`src/rtl/fetch_pkg.sv`:
```
// Shared definitions for the instruction-fetch stage: FSM encoding,
// reset/flush defaults and the sequential PC increment.
package fetch_pkg;

  typedef enum logic [1:0] {
    S_REQ  = 2'd0,
    S_WAIT = 2'd1,
    S_DROP = 2'd2
  } fetch_state_e;

  localparam logic [31:0] RESET_PC_DEF = 32'h0000_3000;
  localparam logic [31:0] NOP_WORD_DEF = 32'h0000_0000;
  localparam logic [31:0] PC_STEP      = 32'd4;

endpackage

```
`src/rtl/fetch_skid_buf.sv`:
```
// One-entry holding buffer for a fetched word {instr, pc4} that arrives
// while the decode stage is stalled. Clear wins over load, load over unload.
module fetch_skid_buf
  import fetch_pkg::*;
(
  input  logic        clk,
  input  logic        rst_n,
  input  logic        i_load,
  input  logic        i_unload,
  input  logic        i_clear,
  input  logic [31:0] i_instr,
  input  logic [31:0] i_pc4,
  output logic        o_valid,
  output logic [31:0] o_instr,
  output logic [31:0] o_pc4
);

  logic        r_valid;
  logic [31:0] r_instr;
  logic [31:0] r_pc4;

  // Capture a word on load, drop it on unload or clear.
  always_ff @(posedge clk or negedge rst_n) begin
    if (!rst_n) begin
      r_valid <= 1'b0;
      r_instr <= NOP_WORD_DEF;
      r_pc4   <= 32'd0;
    end else if (i_clear) begin
      r_valid <= 1'b0;
    end else if (i_load) begin
      r_valid <= 1'b1;
      r_instr <= i_instr;
      r_pc4   <= i_pc4;
    end else if (i_unload) begin
      r_valid <= 1'b0;
    end
  end

  assign o_valid = r_valid;
  assign o_instr = r_instr;
  assign o_pc4   = r_pc4;

endmodule

```
`src/rtl/fetch_stage.sv`:
```
// MIPS instruction-fetch stage: owns the PC, runs a single-outstanding
// req/gnt/rvalid handshake to instruction memory and fills the IF/ID register.
// A word returning during a decode stall is parked in a one-entry skid buffer.
module fetch_stage
  import fetch_pkg::*;
#(
  parameter logic [31:0] RESET_PC = RESET_PC_DEF,
  parameter logic [31:0] NOP_WORD = NOP_WORD_DEF
) (
  input  logic        clk,
  input  logic        rst_n,
  output logic        imem_req,
  output logic [31:0] imem_addr,
  input  logic        imem_gnt,
  input  logic        imem_rvalid,
  input  logic [31:0] imem_rdata,
  input  logic        stall,
  input  logic        redirect,
  input  logic [31:0] redirect_pc,
  output logic        ifid_valid,
  output logic [31:0] ifid_instr,
  output logic [31:0] ifid_pc4,
  output logic [5:0]  ifid_op
);

  fetch_state_e r_state;
  fetch_state_e w_nextState;

  logic [31:0] r_pc;
  logic [31:0] r_inflightAddr;
  logic        r_ifidValid;
  logic [31:0] r_ifidInstr;
  logic [31:0] r_ifidPc4;

  logic        w_grant;
  logic        w_respWait;
  logic        w_deliver;
  logic        w_toIfid;
  logic        w_skidLoad;
  logic        w_skidUnload;
  logic        w_skidValid;
  logic [31:0] w_skidInstr;
  logic [31:0] w_skidPc4;
  logic [31:0] w_respPc4;

  // No request while held in reset or while the skid still holds a word.
  assign imem_req     = rst_n & (r_state == S_REQ) & ~w_skidValid;
  assign imem_addr    = r_pc;
  assign w_grant      = imem_req & imem_gnt;
  assign w_respWait   = (r_state == S_WAIT) & imem_rvalid;
  assign w_deliver    = w_respWait & ~redirect;
  assign w_toIfid     = w_deliver & (~r_ifidValid | ~stall);
  assign w_skidLoad   = w_deliver & r_ifidValid & stall;
  assign w_skidUnload = ~redirect & ~stall & w_skidValid;
  assign w_respPc4    = r_inflightAddr + PC_STEP;

  fetch_skid_buf u_skid (
    .clk      (clk),
    .rst_n    (rst_n),
    .i_load   (w_skidLoad),
    .i_unload (w_skidUnload),
    .i_clear  (redirect),
    .i_instr  (imem_rdata),
    .i_pc4    (w_respPc4),
    .o_valid  (w_skidValid),
    .o_instr  (w_skidInstr),
    .o_pc4    (w_skidPc4)
  );

  // FSM state register.
  always_ff @(posedge clk or negedge rst_n) begin
    if (!rst_n) r_state <= S_REQ;
    else        r_state <= w_nextState;
  end

  // Next state: a redirect turns any in-flight request into one to discard.
  always_comb begin
    w_nextState = r_state;
    case (r_state)
      S_REQ:   if (w_grant) w_nextState = redirect ? S_DROP : S_WAIT;
      S_WAIT:  begin
        if (imem_rvalid)   w_nextState = S_REQ;
        else if (redirect) w_nextState = S_DROP;
      end
      S_DROP:  if (imem_rvalid) w_nextState = S_REQ;
      default: w_nextState = S_REQ;
    endcase
  end

  // PC and the address of the outstanding request.
  always_ff @(posedge clk or negedge rst_n) begin
    if (!rst_n) begin
      r_pc           <= RESET_PC;
      r_inflightAddr <= 32'd0;
    end else begin
      if (w_grant) r_inflightAddr <= r_pc;
      if (redirect)     r_pc <= redirect_pc;
      else if (w_grant) r_pc <= r_pc + PC_STEP;
    end
  end

  // IF/ID register: flush, fresh word, skid word, or bubble.
  always_ff @(posedge clk or negedge rst_n) begin
    if (!rst_n) begin
      r_ifidValid <= 1'b0;
      r_ifidInstr <= NOP_WORD;
      r_ifidPc4   <= 32'd0;
    end else if (redirect) begin
      r_ifidValid <= 1'b0;
      r_ifidInstr <= NOP_WORD;
    end else if (w_toIfid) begin
      r_ifidValid <= 1'b1;
      r_ifidInstr <= imem_rdata;
      r_ifidPc4   <= w_respPc4;
    end else if (!stall) begin
      if (w_skidValid) begin
        r_ifidValid <= 1'b1;
        r_ifidInstr <= w_skidInstr;
        r_ifidPc4   <= w_skidPc4;
      end else begin
        r_ifidValid <= 1'b0;
      end
    end
  end

  assign ifid_valid = r_ifidValid;
  assign ifid_instr = r_ifidInstr;
  assign ifid_pc4   = r_ifidPc4;
  assign ifid_op    = r_ifidInstr[31:26];

endmodule

```
`config.mk`:
```
export PLATFORM = sky130hd
export DESIGN_NAME = fetch_stage
export DESIGN_NICKNAME = d
export VERILOG_FILES = /design/src/rtl/fetch_pkg.sv /design/src/rtl/fetch_skid_buf.sv /design/src/rtl/fetch_stage.sv
export SDC_FILE = /design/constraint.sdc
export NUM_CORES = 1
export LEC_CHECK = 0
export BUFFER_PORTS_ARGS = -buffer_cell sky130_fd_sc_hd__buf_2
export CAP_MARGIN = 10
export CORE_ASPECT_RATIO = 1.2
export CORE_MARGIN = 2
export CORE_UTILIZATION = 35
export DETAILED_ROUTE_END_ITERATION = 7
export GPL_TIMING_DRIVEN = 0
export PLACE_DENSITY = 0.65
export SYNTH_ARGS = -nofsm -noshare
export SYNTH_HDL_FRONTEND = slang
export SYNTH_SLANG_ARGS = --single-unit
```
`constraint.sdc`:
```
create_clock -name clk -period 2.4 [get_ports clk]
set_input_delay 0.24 -clock clk [delete_from_list [all_inputs] [get_ports clk]]
set_output_delay 0.24 -clock clk [all_outputs]
set_load 0.05 [all_outputs]
```
; Word-level counts from Yosys, hierarchy flattened
; Index checks and enable logic that the tools add are counted.
[word_totals]
reg_bits = 196
latchBits = 0
ram_bits = 0
rom_bits = 0
in_bits = 70
output_inout_bits = 104
wordCells = 64
n_memories = 0
[classes]
add_sub_neg = 2
multipliers = 0
n_div = 0
order_cmp = 0
eq_ne = 7
shifts = 0
n_mux = 22
n_bitwise = 15
reduce_logical = 9
[ops]
columns = operator, count
row1 = two-way mux 32 bit, 9
row2 = "adder 32 x 3 -> 32 bit, second input constant", 2
row3 = AND 1 bit, 10
row4 = two-way mux 2 bit, 5
row5 = two-way mux 1 bit, 7
row6 = one-hot mux 2 bit (3 select lines), 1
row7 = AND reduction 3 bit, 2
row8 = nonzero test 3 bit, 2
row9 = "!= test 2 bit, second input constant", 2
row10 = NOT 1 bit, 4
row11 = AND reduction 2 bit, 2
row12 = nonzero test 2 bit, 2
row13 = "!= test 3 x 1 -> 1 bit, second input constant", 1
row14 = "!= test 3 bit, second input constant", 1
row15 = "equality test 2 x 1 -> 1 bit, second input constant", 1
row16 = "equality test 2 bit, second input constant", 1
row17 = zero test 2 bit, 1
row18 = "!= test 2 x 1 -> 1 bit, second input constant", 1
row19 = OR 1 bit, 1

; Logic depth before layout (Yosys ltp)
; Gate-level depths: netlist of the first run.
[depth]
word_depth = 7
ltp_mapped = 6
mapped_depth_nobuf = 6

; Cells and area by module
; A second synthesis of the first run with hierarchy kept.
[hier_totals]
cells_unflattened = 820
area_unflattened_um2 = 9554.2
[by_module_without_submodules]
columns = mod, instances, cells_each, area_per_inst_um2, seq_area_each_um2
row1 = fetch_stage, 1, 680, 6812.8, 3280.6
row2 = fetch_skid_buf, 1, 140, 2741.4, 1626.6

; Least setup slack after synthesis of the first run
; No wires, ideal clock.
[synth_timing]
kind = register -> register
start = register r_pc[5], in the netlist imem_addr[5]
end = register r_pc[31], in the netlist imem_addr[31]
setup_ns = 0.069
t_arrival_ns = 2.103
path_slack_ns = 0.229
path_stages_with_launch = 7
path_buffers = 1
synth_period_minus_slack_ns = 2.171
path_cell_list = dfrtp_1 > and4_1 > buf_4 > nand4_4 > or3_1 > or4_1 > nand3_1
[synth_via]
elab_chain_len = 3
[synth_rtl]
columns = element, line_no
row1 = from (decl), fetch_stage.sv:29  ; logic [31:0] r_pc;
row2 = from (signal assigned), fetch_stage.sv:97  ; if (redirect) r_pc <= redirect_pc;
row3 = from (signal assigned), fetch_stage.sv:98  ; else if (w_grant) r_pc <= r_pc + PC_STEP;
row4 = adder 32 x 3 -> 32 bit, fetch_stage.sv:98
row5 = two-way mux 32 bit, fetch_stage.sv:98
row6 = two-way mux 32 bit, fetch_stage.sv:97
; Every way passes these cells. The select of a mux whose other input is x is not followed.
; A chain may end at the register's enable or synchronous reset.

; Worst setup path after layout of the first run
[layout_timing]
start = register u_skid.r_valid, in the netlist u_skid.o_valid
end = register r_pc[31], in the netlist imem_addr[31]
[layout_via]
elab_chain_len = 4
[layout_rtl]
columns = element, line_no
row1 = from (decl), fetch_skid_buf.sv:18  ; logic r_valid;
row2 = from (signal assigned), fetch_skid_buf.sv:25  ; r_valid <= 1'b0;
row3 = from (signal assigned), fetch_skid_buf.sv:29  ; r_valid <= 1'b0;
row4 = from (signal assigned), fetch_skid_buf.sv:31  ; r_valid <= 1'b1;
row5 = NOT 1 bit, fetch_stage.sv:47  ; assign imem_req = rst_n & (r_state == S_REQ) & ~w_skidValid;
row6 = AND 1 bit, fetch_stage.sv:47
row7 = AND 1 bit, fetch_stage.sv:49  ; assign w_grant = imem_req & imem_gnt;
row8 = nonzero test 2 bit (no line), -
; Every way passes these cells.

==> results of run 1 <==
==> power by group through the flow <==
stage               Clock [W]  Combinational, W  Sequential, W
finish                0.00292           0.00262        0.00416
global route          0.00311           0.00280        0.00423
CTS                   0.00298           0.00265        0.00415
detailed placement          0           0.00263        0.00421
global placement            0           0.00260        0.00420
floorplan                   0          0.000842        0.00514
==> worst max-delay path: cells and delay by family (launching register included) <==
family        cells  cell delay, ps
simple gates      5            1700
flops             1             440
==> state kept, by name, indices dropped and copies added (netlist names) <==
| signal | cells |
|---|---|
| ifid_instr | 32 |
| ifid_pc4 | 32 |
| imem_addr | 32 |
| r_inflightAddr | 32 |
| u_skid.o_instr | 32 |
| u_skid.o_pc4 | 32 |
| r_state | 2 |
| ifid_valid | 1 |
| u_skid.o_valid | 1 |
==> cell families (layout without fill, tap and decap cells) <==
kind of cell             Yosys count  in the layout  share of synthesized area (%)
XOR/XNOR                          56             56                           5.33
AO/OA/AOI/OAI                    121            121                           7.55
AND/OR/NAND/NOR                  397            397                           19.6
adder cells (fa/ha/maj)            2              2                          0.272
flip-flops                       196            196                           53.3
buffers and inverters             68            284                           3.18
multiplexers                      93             93                           10.8
==> Yosys cell counts, types with 20 or more instances <==
master | n | area share, %
xnor2_1 | 20 | 1.9
a211oi_1 | 32 | 2.6
mux2_2 | 48 | 5.9
dfrtp_1 | 194 | 53
nor2_1 | 55 | 2.2
mux2i_1 | 45 | 4.9
xor2_1 | 36 | 3.4
o21ai_0 | 71 | 3.9
nand3_1 | 26 | 1.4
clkbuf_1 | 46 | 1.9
nand4_1 | 20 | 1.4
nand2_1 | 237 | 9.7
==> routing by layer <==
| layer | global-route usage [%] | up-vias | routed length (um) |
|---|---|---|---|
| met3 | 3.29 | 26 | 1080 |
| met2 | 30.1 | 196 | 12100 |
| met5 | 0 | - | 0 |
| li1 | - | 3585 | - |
| met4 | 4.71 | 0 | 335 |
| met1 | 23.8 | 3546 | 11000 |
==> final timing paths <==
check | from | endpoint | slack (ps) | depth (start not counted)
max in group asynchronous | rst_n | imem_addr[13]$_DFFE_PN1P_ | 1720 | 2
min | rst_n | u_skid.o_instr[4]$_DFFE_PN0P_ | -270 | 1
max reg2reg | u_skid.o_valid$_DFFE_PN0P_ | imem_addr[31]$_DFFE_PN0P_ | 200 | 5
min reg2reg | u_skid.o_instr[20]$_DFFE_PN0P_ | u_skid.o_instr[20]$_DFFE_PN0P_ | 470 | 2
max | u_skid.o_valid$_DFFE_PN0P_ | imem_addr[31]$_DFFE_PN0P_ | 200 | 5
min in group clk | redirect_pc[9] | imem_addr[9]$_DFFE_PN0P_ | 10 | 3
==> repair_timing <==
action                                 CTS  global route
endpoints found under the hold margin  118           108
setup endpoints to repair                0            33
gates resized for setup                  0             7
==> area by class of cell <==
| type | instances | area (um^2) | area share [%] |
|---|---|---|---|
| Clock inverter | 11 | 153 | 1.36 |
| Tap cell | 335 | 419 | 3.73 |
| Timing Repair Buffer | 184 | 1010 | 8.97 |
| Multi-Input combinational cell | 669 | 4020 | 35.8 |
| Sequential cell | 196 | 4910 | 43.6 |
| Clock buffer | 21 | 440 | 3.92 |
| Inverter | 4 | 15.0 | 0.133 |
| Buffer | 64 | 280 | 2.49 |
==> stage by stage <==
| stage | utilization [%] | power [W] | area [um^2] |
|---|---|---|---|
| after detailed placement | 40.3 | 0.00684 | 10500 |
| after CTS | 43.0 | 0.00979 | 11200 |
| after global placement | 40.2 | 0.00680 | 10500 |
| after global routing | 43.1 | 0.0101 | 11200 |
| final | 43.1 | 0.00969 | 11200 |
| after floorplan | - | 0.00598 | 9210 |
==> cells in the final DEF, fill, tap and decap left out, types with 17 or more instances in the layout <==
| master | instances |
|---|---|
| buf_2 | 178 |
| nand2_1 | 237 |
| clkbuf_16 | 17 |
| nand3_1 | 26 |
| clkbuf_1 | 48 |
| mux2_2 | 48 |
| o21ai_0 | 71 |
| a211oi_1 | 32 |
| xnor2_1 | 20 |
| xor2_1 | 36 |
| nor2_1 | 55 |
| nand4_1 | 20 |
| dfrtp_1 | 194 |
| mux2i_1 | 45 |
==> results.md, run 1 <==
* Sw frac at 36.4%
* Io pins at 174
* Register area share after synthesis at 53.3%
* DIE HEIGHT at 182 um
* Yosys warnings at 0
* Cell Rows at 65
* Root Driver: clkbuf_16
* Slew headroom at 43.0%
* Slowest CP cell: or4_1
* FFs w/ async S/R, synth at 100%
* H-tree levels at 4
* Fillers at 2566
* Post-Place Worst Slack at -351 ps
* Period utilisation layout at 91.6%
* Number of DRC markers in iteration 0 at 389
* Maximum fanout along the worst path at 5
* Final GP Congestion at 0.830
* Final-report hold violation count at 108
* Area growth from synthesis to layout at 22.1%
* Post-synthesis sequential element count at 196
* TritonRoute pass-1 iters at 5
* First-pass GRT wire length at 39400 um
* CTS tree: built
* Critical Path AT at 2570 ps
* Nets at 1208
* Worst Max-Slew Pin Slew at 856 ps
* Clock period minus final worst setup slack at 2200 ps
* Status: complete, but fails checks
* Placed insts at 1442
* Max Fclk at 0.455 GHz
* WS Path Type: flip-flop to flip-flop
* Failing checks: negative hold slack
* Netlist cell types at 40
* Synthesized area per cell at 9.87 um^2
* Vias in the first global route at 7161
* Post-Route WL at 24600 um
* Synthesized cell area at 0.00921 mm^2
* Total CTS buffers at 17
* Seq pwr share at 42.9%
* MaxCap Viol Count at 0
* EDFF count, synth at 0
* Clock Power Share at 30.1%
* Diodes inserted at 0
* Combinational fraction of design power at 27.0%
* Post-CTS Setup Repair Bufs at 0
* Post-route ant nets at 0
* Drt wl/cell at 16.5 um
* DRC at 0
* Area of the die at 0.0276 mm^2
* Port-buffer cells at 173
* HP Class: input pin to asynchronous set/reset pin
* Worst-path cell chain: nor4b_4, nand4_2, or3_1, or4_1, nand3_1
* Ratio of cells with drive above 1 in the final layout at 24.2%
* Congestion Overflow GR at 0
* GRT Resource Usage Total at 17.9%
* Total core area at 0.0261 mm^2
* PD cells at 862 mW/mm^2
* Internal power at 0.00617 W
* Largest net degree at the start of global routing at 111
* CTS sink count at 196
* Slew Limit Fails at 0
* Starting Density at 35.3%
* Vias per cell at 4.95
* CTS clk-pin slew, worst paths at 70 ps
* Syn Inst Count at 933
* Max incr delay on CP at 490 ps
* Via Count at 7353
* CP required at 2770 ps
* Final setup margin at 201 ps
* Crit path launch type: flip-flop
* Antenna violations before repair at 0
* Top_reg_cell synth: dfrtp_1
* Clock buffer depth at 2
* Net Sw Power at 0.00353 W
* Clock Skew at 12.7 ps
* CP endpoint kind: flip-flop
* Peak VDD IR at 0.539 mV
* P_leak at 5.56 nW
* Worst skew pair latency at 430 ps
* Cts hold-fix bufs at 10
* Synthesized Nets at 1005
* DP HPWL at 18100 um
* Final non-filler cell total at 1484
* Die X-Extent at 152 um
* Hold slack at -265 ps
* Setup-failing EPs final at 0
* Setup TNS at 0 ps
No activity file was read; power rests on OpenSTA's default activity.
==> run 2: changes to the inputs <==
--- a/config.mk
+++ b/config.mk
@@ -12,6 +12,7 @@
 export CORE_UTILIZATION = 35
 export DETAILED_ROUTE_END_ITERATION = 7
 export GPL_TIMING_DRIVEN = 0
+export HOLD_SLACK_MARGIN = 0.1
 export PLACE_DENSITY = 0.65
 export SYNTH_ARGS = -nofsm -noshare
 export SYNTH_HDL_FRONTEND = slang
==> run 2 against run 1 <==
The flow still finishes with violations (negative hold slack). Maximum frequency shrank 0.70%. Setup slack lost 16 ps. Die area is the same. Sequential share of layout area shrank 2.0 points. Register-to-register slack lost 20 ps. Final cell count grew 3.6%. Wire length grew 2.1%. Count of clock-buffer cells in the layout is the same. Non-clock buffer count grew 54. Largest power group unchanged. Highest routed layer unchanged.
==> results.md, run 2 (synthesis results as in run 1) <==
* Final-report hold violation count at 108 (unchanged)
* Total CTS buffers at 17 (unchanged)
* Final GP Congestion at 0.830 (unchanged)
* Via Count at 7591 (+3.2%)
* Peak VDD IR at 0.544 mV (+0.97%)
* Area of the die at 0.0276 mm^2 (unchanged)
* CP endpoint kind: flip-flop
* Total core area at 0.0261 mm^2 (unchanged)
* Antenna violations before repair at 0 (unchanged)
* Drt wl/cell at 16.3 um (-1.5%)
* RR Startpoint: r_inflightAddr[2]$_DFFE_PN0P_
* P_leak at 5.79 nW (+4.1%)
* Reg2reg end: u_skid.o_pc4[26]$_DFFE_PN0P_
* Reg area at 0.00491 mm^2 (unchanged)
* Post-route ant nets at 0 (unchanged)
* Vias in the first global route at 7434 (+3.8%)
* Cts hold-fix bufs at 64 (+54)
* CP required at 2690 ps (-80 ps)
* Critical Path AT at 2500 ps (-70 ps)
* Crit path launch type: flip-flop
* H-tree levels at 4 (unchanged)
* DRC at 0 (unchanged)
* Port-buffer cells at 173 (unchanged)
* Clock period minus final worst setup slack at 2210 ps (+15.5 ps)
* Vias per cell at 4.94 (-0.39%)
* Cell Rows at 65 (unchanged)
* HP Class: input pin to asynchronous set/reset pin
* R2R setup slack at 190 ps (-20 ps)
* Design Area, Final at 0.0118 mm^2 (+4.8%)
* Status: complete, but fails checks
* Ratio of cells with drive above 1 in the final layout at 23.1% (-1.1 points)
* First-pass GRT wire length at 40400 um (+2.5%)
* DIE HEIGHT at 182 um (unchanged)
* Fillers at 2498 (-2.7%)
* CTS sink count at 196 (unchanged)
* Maximum fanout along the worst path at 7 (+2)
* Max Fclk at 0.452 GHz (-0.70%)
* Starting Density at 35.3% (unchanged)
* Post-Route WL at 25100 um (+2.1%)
* PD cells at 829 mW/mm^2 (-3.9%)
* FF-to-FF path depth at 6 (+1)
* Setup-failing EPs final at 0 (unchanged)
* Failing checks: negative hold slack
* Clock buffer depth at 2 (unchanged)
* DP HPWL at 18100 um (unchanged)
* Congestion Overflow GR at 0 (unchanged)
* WS Path Type: flip-flop to flip-flop
* Worst skew pair latency at 430 ps (about the same)
* Nets at 1262 (+4.5%)
* Slowest CP cell: dfrtp_1
* Setup TNS at 0 ps (unchanged)
* Worst Max-Slew Pin Slew at 845 ps (-10.9 ps)
* Period utilisation layout at 92.3% (+0.65 points)
* Hold slack at -258 ps (+7.08 ps)
* GRT Resource Usage Total at 18.2% (+0.37 points)
* Area growth from synthesis to layout at 28.0%
* Slew headroom at 43.7% (+0.72 points)
* Io pins at 174 (unchanged)
* Largest net degree at the start of global routing at 111 (unchanged)
* Commonest non-fill, non-tap cells in the layout: 237 x nand2_1, 194 x dfrtp_1, 178 x buf_2, 71 x o21ai_0, 64 x dlygate4sd3_1
* Diodes inserted at 0 (unchanged)
* Worst-path cell chain: ha_1, nand4_1, nor4_4, nand3_1, xor2_1, o21ai_0
* Slew Limit Fails at 0 (unchanged)
* Number of DRC markers in iteration 0 at 394 (+1.3%)
* TritonRoute pass-1 iters at 5 (unchanged)
* Area of the multi-input gates at 0.00402 mm^2 (unchanged)
* Commonest non-fill, non-tap cell in the layout: nand2_1
* Max incr delay on CP at 480 ps (about the same)
* Die X-Extent at 152 um (unchanged)
* Clock Skew at 14.3 ps (+1.56 ps)
* MaxCap Viol Count at 0 (unchanged)
* CTS clk-pin slew, worst paths at 70 ps (about the same)
* Root Driver: clkbuf_16
* CTS tree: built
* Cell Area, Placed at 0.0105 mm^2 (unchanged)
-- run 2: how the worst max path moves through the flow --
stage	from	to	slack (ps)	cells past startpoint
global route	r_inflightAddr[2]$_DFFE_PN0P_	u_skid.o_pc4[26]$_DFFE_PN0P_	-20	6
floorplan	imem_addr[5]$_DFFE_PN0P_	imem_addr[31]$_DFFE_PN0P_	230	6
CTS	r_inflightAddr[2]$_DFFE_PN0P_	ifid_pc4[22]$_DFFE_PN0P_	70	6
finish	r_inflightAddr[2]$_DFFE_PN0P_	u_skid.o_pc4[26]$_DFFE_PN0P_	190	6
global placement	rst_n	imem_addr[31]$_DFFE_PN0P_	-3250	6
detailed placement	rst_n	imem_addr[31]$_DFFE_PN0P_	-350	6
-- run 2: repair_timing --
| action | CTS | global route |
|---|---|---|
| gates resized for setup | 0 | 7 |
| hold endpoints to repair | 196 | 108 |
| endpoints found under the setup margin | 0 | 31 |
| buffers inserted | 0 | 0 |
-- run 2: per-stage QoR --
step                      cells  worst slack, ps  power [W]  util [%]
final                      1538              186    0.00977      45.2
after global routing       1538            -16.7     0.0102      45.2
after CTS                  1538             68.7    0.00985      45.1
after detailed placement   1442             -351    0.00684      40.3
after global placement     1441            -3250    0.00680      40.2
after floorplan             933              229    0.00598         -
-- run 2: where the power goes --
group          switching, W  internal (W)  total (W)
Combinational       0.00187      0.000816    0.00269
Clock               0.00127       0.00165    0.00292
Sequential         0.000403       0.00376    0.00416
Total               0.00354       0.00622    0.00977
-- run 2: cell type report --
| type | instances | share of cell area [%] |
|---|---|---|
| inverters | 4 | 0.127 |
| plain buffers | 64 | 2.38 |
| clock buffers | 21 | 3.74 |
| repair buffers | 238 | 13.1 |
| clock inverters | 11 | 1.29 |
| flip-flops and latches | 196 | 41.6 |
| well taps | 335 | 3.56 |
| multi-input cells | 669 | 34.1 |
-- run 2: layer usage --
metal	global-route usage (%)	part of all wire (%)	vias up
met5	0	0	-
met2	31.3	50	226
met1	24.0	44	3645
met4	4.71	1.3	0
li1	-	-	3693
met3	3.13	4.6	27
-- run 2: worst max-delay path, delay by kind of cell (launching register included) --
kind / cells / cell delay (ps)
XOR/XNOR: 1 / 270
adder cells (fa/ha/maj): 1 / 330
flip-flops: 1 / 480
AO/OA/AOI/OAI: 1 / 130
AND/OR/NAND/NOR: 3 / 860
==> run 3: changes to the inputs <==
--- a/config.mk
+++ b/config.mk
@@ -10,6 +10,7 @@
 export CORE_ASPECT_RATIO = 1.2
 export CORE_MARGIN = 2
 export CORE_UTILIZATION = 35
+export CTS_BUF_LIST = sky130_fd_sc_hd__clkbuf_16
 export DETAILED_ROUTE_END_ITERATION = 7
 export GPL_TIMING_DRIVEN = 0
 export HOLD_SLACK_MARGIN = 0.1
==> run 3 against run 2 <==
The flow still finishes with violations (negative hold slack). Flip-flop and latch count is the same. Critical path depth is the same. Clock power is essentially flat. Combinational power is essentially flat. Highest routed layer unchanged. Wire length is essentially flat. Largest power group unchanged. Register-to-register slack is essentially flat. Via count is essentially flat. First-iteration DRC count shrank 0.25%. Sequential power is essentially flat.
==> results.md, run 3 (synthesis results as in run 1) <==
* Critical path origin: r_inflightAddr[2]$_DFFE_PN0P_
* Seq pwr share at 42.7% (about the same)
* PD cells at 827 mW/mm^2 (-0.23%)
* CP endpoint kind: flip-flop
* Port-buffer cells at 173 (unchanged)
* Area of the die at 0.0276 mm^2 (unchanged)
* First-pass GRT wire length at 40400 um (unchanged)
* Vias per cell at 4.93 (about the same)
* Status: complete, but fails checks
* R2R setup slack at 190 ps (about the same)
* Die X-Extent at 152 um (unchanged)
* Area growth from synthesis to layout at 28.0% (unchanged)
* Clock Power Share at 29.7% (-0.2 points)
* RR Startpoint: r_inflightAddr[2]$_DFFE_PN0P_
* Largest net degree at the start of global routing at 111 (unchanged)
* CTS tree: built
* Clock buffer depth at 2 (unchanged)
* FF-to-FF path depth at 6 (unchanged)
* Cell Rows at 65 (unchanged)
* Cts hold-fix bufs at 64 (unchanged)
* TritonRoute pass-1 iters at 6 (+1)
* Hold slack at -251 ps (+7.25 ps)
* MaxCap Viol Count at 0 (unchanged)
* Clock Skew at 15.7 ps (+1.38 ps)
* DIE HEIGHT at 182 um (unchanged)
* CP required at 2680 ps (about the same)
* P_leak at 5.80 nW (+0.29%)
* Vias in the first global route at 7434 (unchanged)
* Setup-failing EPs final at 0 (unchanged)
* Combinational fraction of design power at 27.6% (about the same)
* Commonest non-fill, non-tap cell in the layout: nand2_1
* Setup TNS at 0 ps (unchanged)
* DRC at 0 (unchanged)
* Commonest non-fill, non-tap cells in the layout: 237 x nand2_1, 194 x dfrtp_1, 178 x buf_2, 71 x o21ai_0, 64 x dlygate4sd3_1
* Period utilisation layout at 92.2% (-0.096 points)
* WS Path Type: flip-flop to flip-flop
* Reg2reg end: u_skid.o_pc4[26]$_DFFE_PN0P_
* Internal power at 0.00621 W (-0.26%)
* Failing checks: negative hold slack
* Antenna violations before repair at 0 (unchanged)
* Max Fclk at 0.452 GHz (+0.10%)
* DP HPWL at 18100 um (unchanged)
* Crit path launch type: flip-flop
* CTS clk-pin slew, worst paths at 70 ps (about the same)
* Sw frac at 36.3% (about the same)
* Congestion Overflow GR at 0 (unchanged)
* Io pins at 174 (unchanged)
* Nets at 1262 (unchanged)
* Worst Max-Slew Pin Slew at 845 ps (+0.793 ps)
* Starting Density at 35.3% (unchanged)
* Peak VDD IR at 0.537 mV (-1.3%)
* CTS sink count at 196 (unchanged)
* Final GP Congestion at 0.830 (unchanged)
* Clock period minus final worst setup slack at 2210 ps (-2.31 ps)
* Post-Route WL at 25100 um (about the same)
* Net Sw Power at 0.00354 W (-0.18%)
* Maximum fanout along the worst path at 7 (unchanged)
* Ratio of cells with drive above 1 in the final layout at 23.1% (unchanged)
* H-tree levels at 4 (unchanged)
* Critical Path AT at 2500 ps (about the same)
* Drt wl/cell at 16.3 um (about the same)
* Via Count at 7587 (-0.053%)
* Root Driver: clkbuf_16
* Final-report hold violation count at 108 (unchanged)
* HP Class: input pin to asynchronous set/reset pin
* GRT Resource Usage Total at 18.2% (unchanged)
* Slew headroom at 43.6% (-0.053 points)
* Worst skew pair latency at 430 ps (about the same)
* Slew Limit Fails at 0 (unchanged)
* Post-route ant nets at 0 (unchanged)
* Total Power at 0.00975 W (-0.23%)
* Total core area at 0.0261 mm^2 (unchanged)
* Diodes inserted at 0 (unchanged)
* Number of DRC markers in iteration 0 at 393 (-0.25%)
* Total CTS buffers at 17 (unchanged)
-- run 3: changes by cell type in the layout (fill, tap and decap cells not counted), sizes merged --
cell / before / now
clkbuf: 67 / 63
inv: 7 / 11
-- run 3: cell type report --
type,instances,area [um^2]
Fill cell,2498,14300
Sequential cell,196,4910
Multi-Input combinational cell,669,4020
Timing Repair Buffer,238,1550
Clock buffer,17,425
Tap cell,335,419
Buffer,64,280
Clock inverter,15,168
Inverter,4,15.0
-- run 3: per-stage QoR --
| stage | cell area (um^2) | hold slack, ps | std cells | setup slack, ps | util (%) |
|---|---|---|---|---|---|
| final | 11800 | -251 | 1538 | 188 | 45.2 |
| after floorplan | 9210 | -55.6 | 933 | 229 | - |
| after detailed placement | 10500 | 373 | 1442 | -351 | 40.3 |
| after global routing | 11800 | -177 | 1538 | -16.7 | 45.2 |
| after global placement | 10500 | 447 | 1441 | -3250 | 40.2 |
| after CTS | 11800 | -87.0 | 1538 | 68.9 | 45.1 |
-- run 3: critical path: stages (launching register included) --
cell and delay [ps]:
dfrtp_1 470, ha_1 330, nand4_1 250, nor4_4 460
nand3_1 150, xor2_1 270, o21ai_0 130
-- run 3: worst max path at each step --
stage | endpoint | slack (ps) | depth (start not counted)
floorplan | imem_addr[31]$_DFFE_PN0P_ | 230 | 6
global placement | imem_addr[31]$_DFFE_PN0P_ | -3250 | 6
detailed placement | imem_addr[31]$_DFFE_PN0P_ | -350 | 6
CTS | ifid_pc4[22]$_DFFE_PN0P_ | 70 | 6
global route | u_skid.o_pc4[26]$_DFFE_PN0P_ | -20 | 6
finish | u_skid.o_pc4[26]$_DFFE_PN0P_ | 190 | 6
-- run 3: power by group through the flow --
stage / Clock (W) / Combinational, W / Sequential, W
2_1_floorplan: 0 / 0.000842 / 0.00514
3_5_place_dp: 0 / 0.00263 / 0.00421
3_3_place_gp: 0 / 0.00260 / 0.00420
4_1_cts: 0.00297 / 0.00272 / 0.00415
6_report: 0.00290 / 0.00269 / 0.00416
5_1_grt: 0.00310 / 0.00288 / 0.00423
-- run 3: routing by layer --
layer	routed length, um	GRT usage [%]	vias up
li1	-	-	3693
met1	11100	24.0	3647
met2	12500	31.3	222
met3	1090	3.13	25
met4	335	4.71	0
met5	0	0	-
-- run 3: what timing repair did --
action	4_1_cts	5_1_grt
endpoints found under the hold margin	196	108
setup buffers	0	0
endpoints found under the setup margin	0	31
resized for setup	0	7
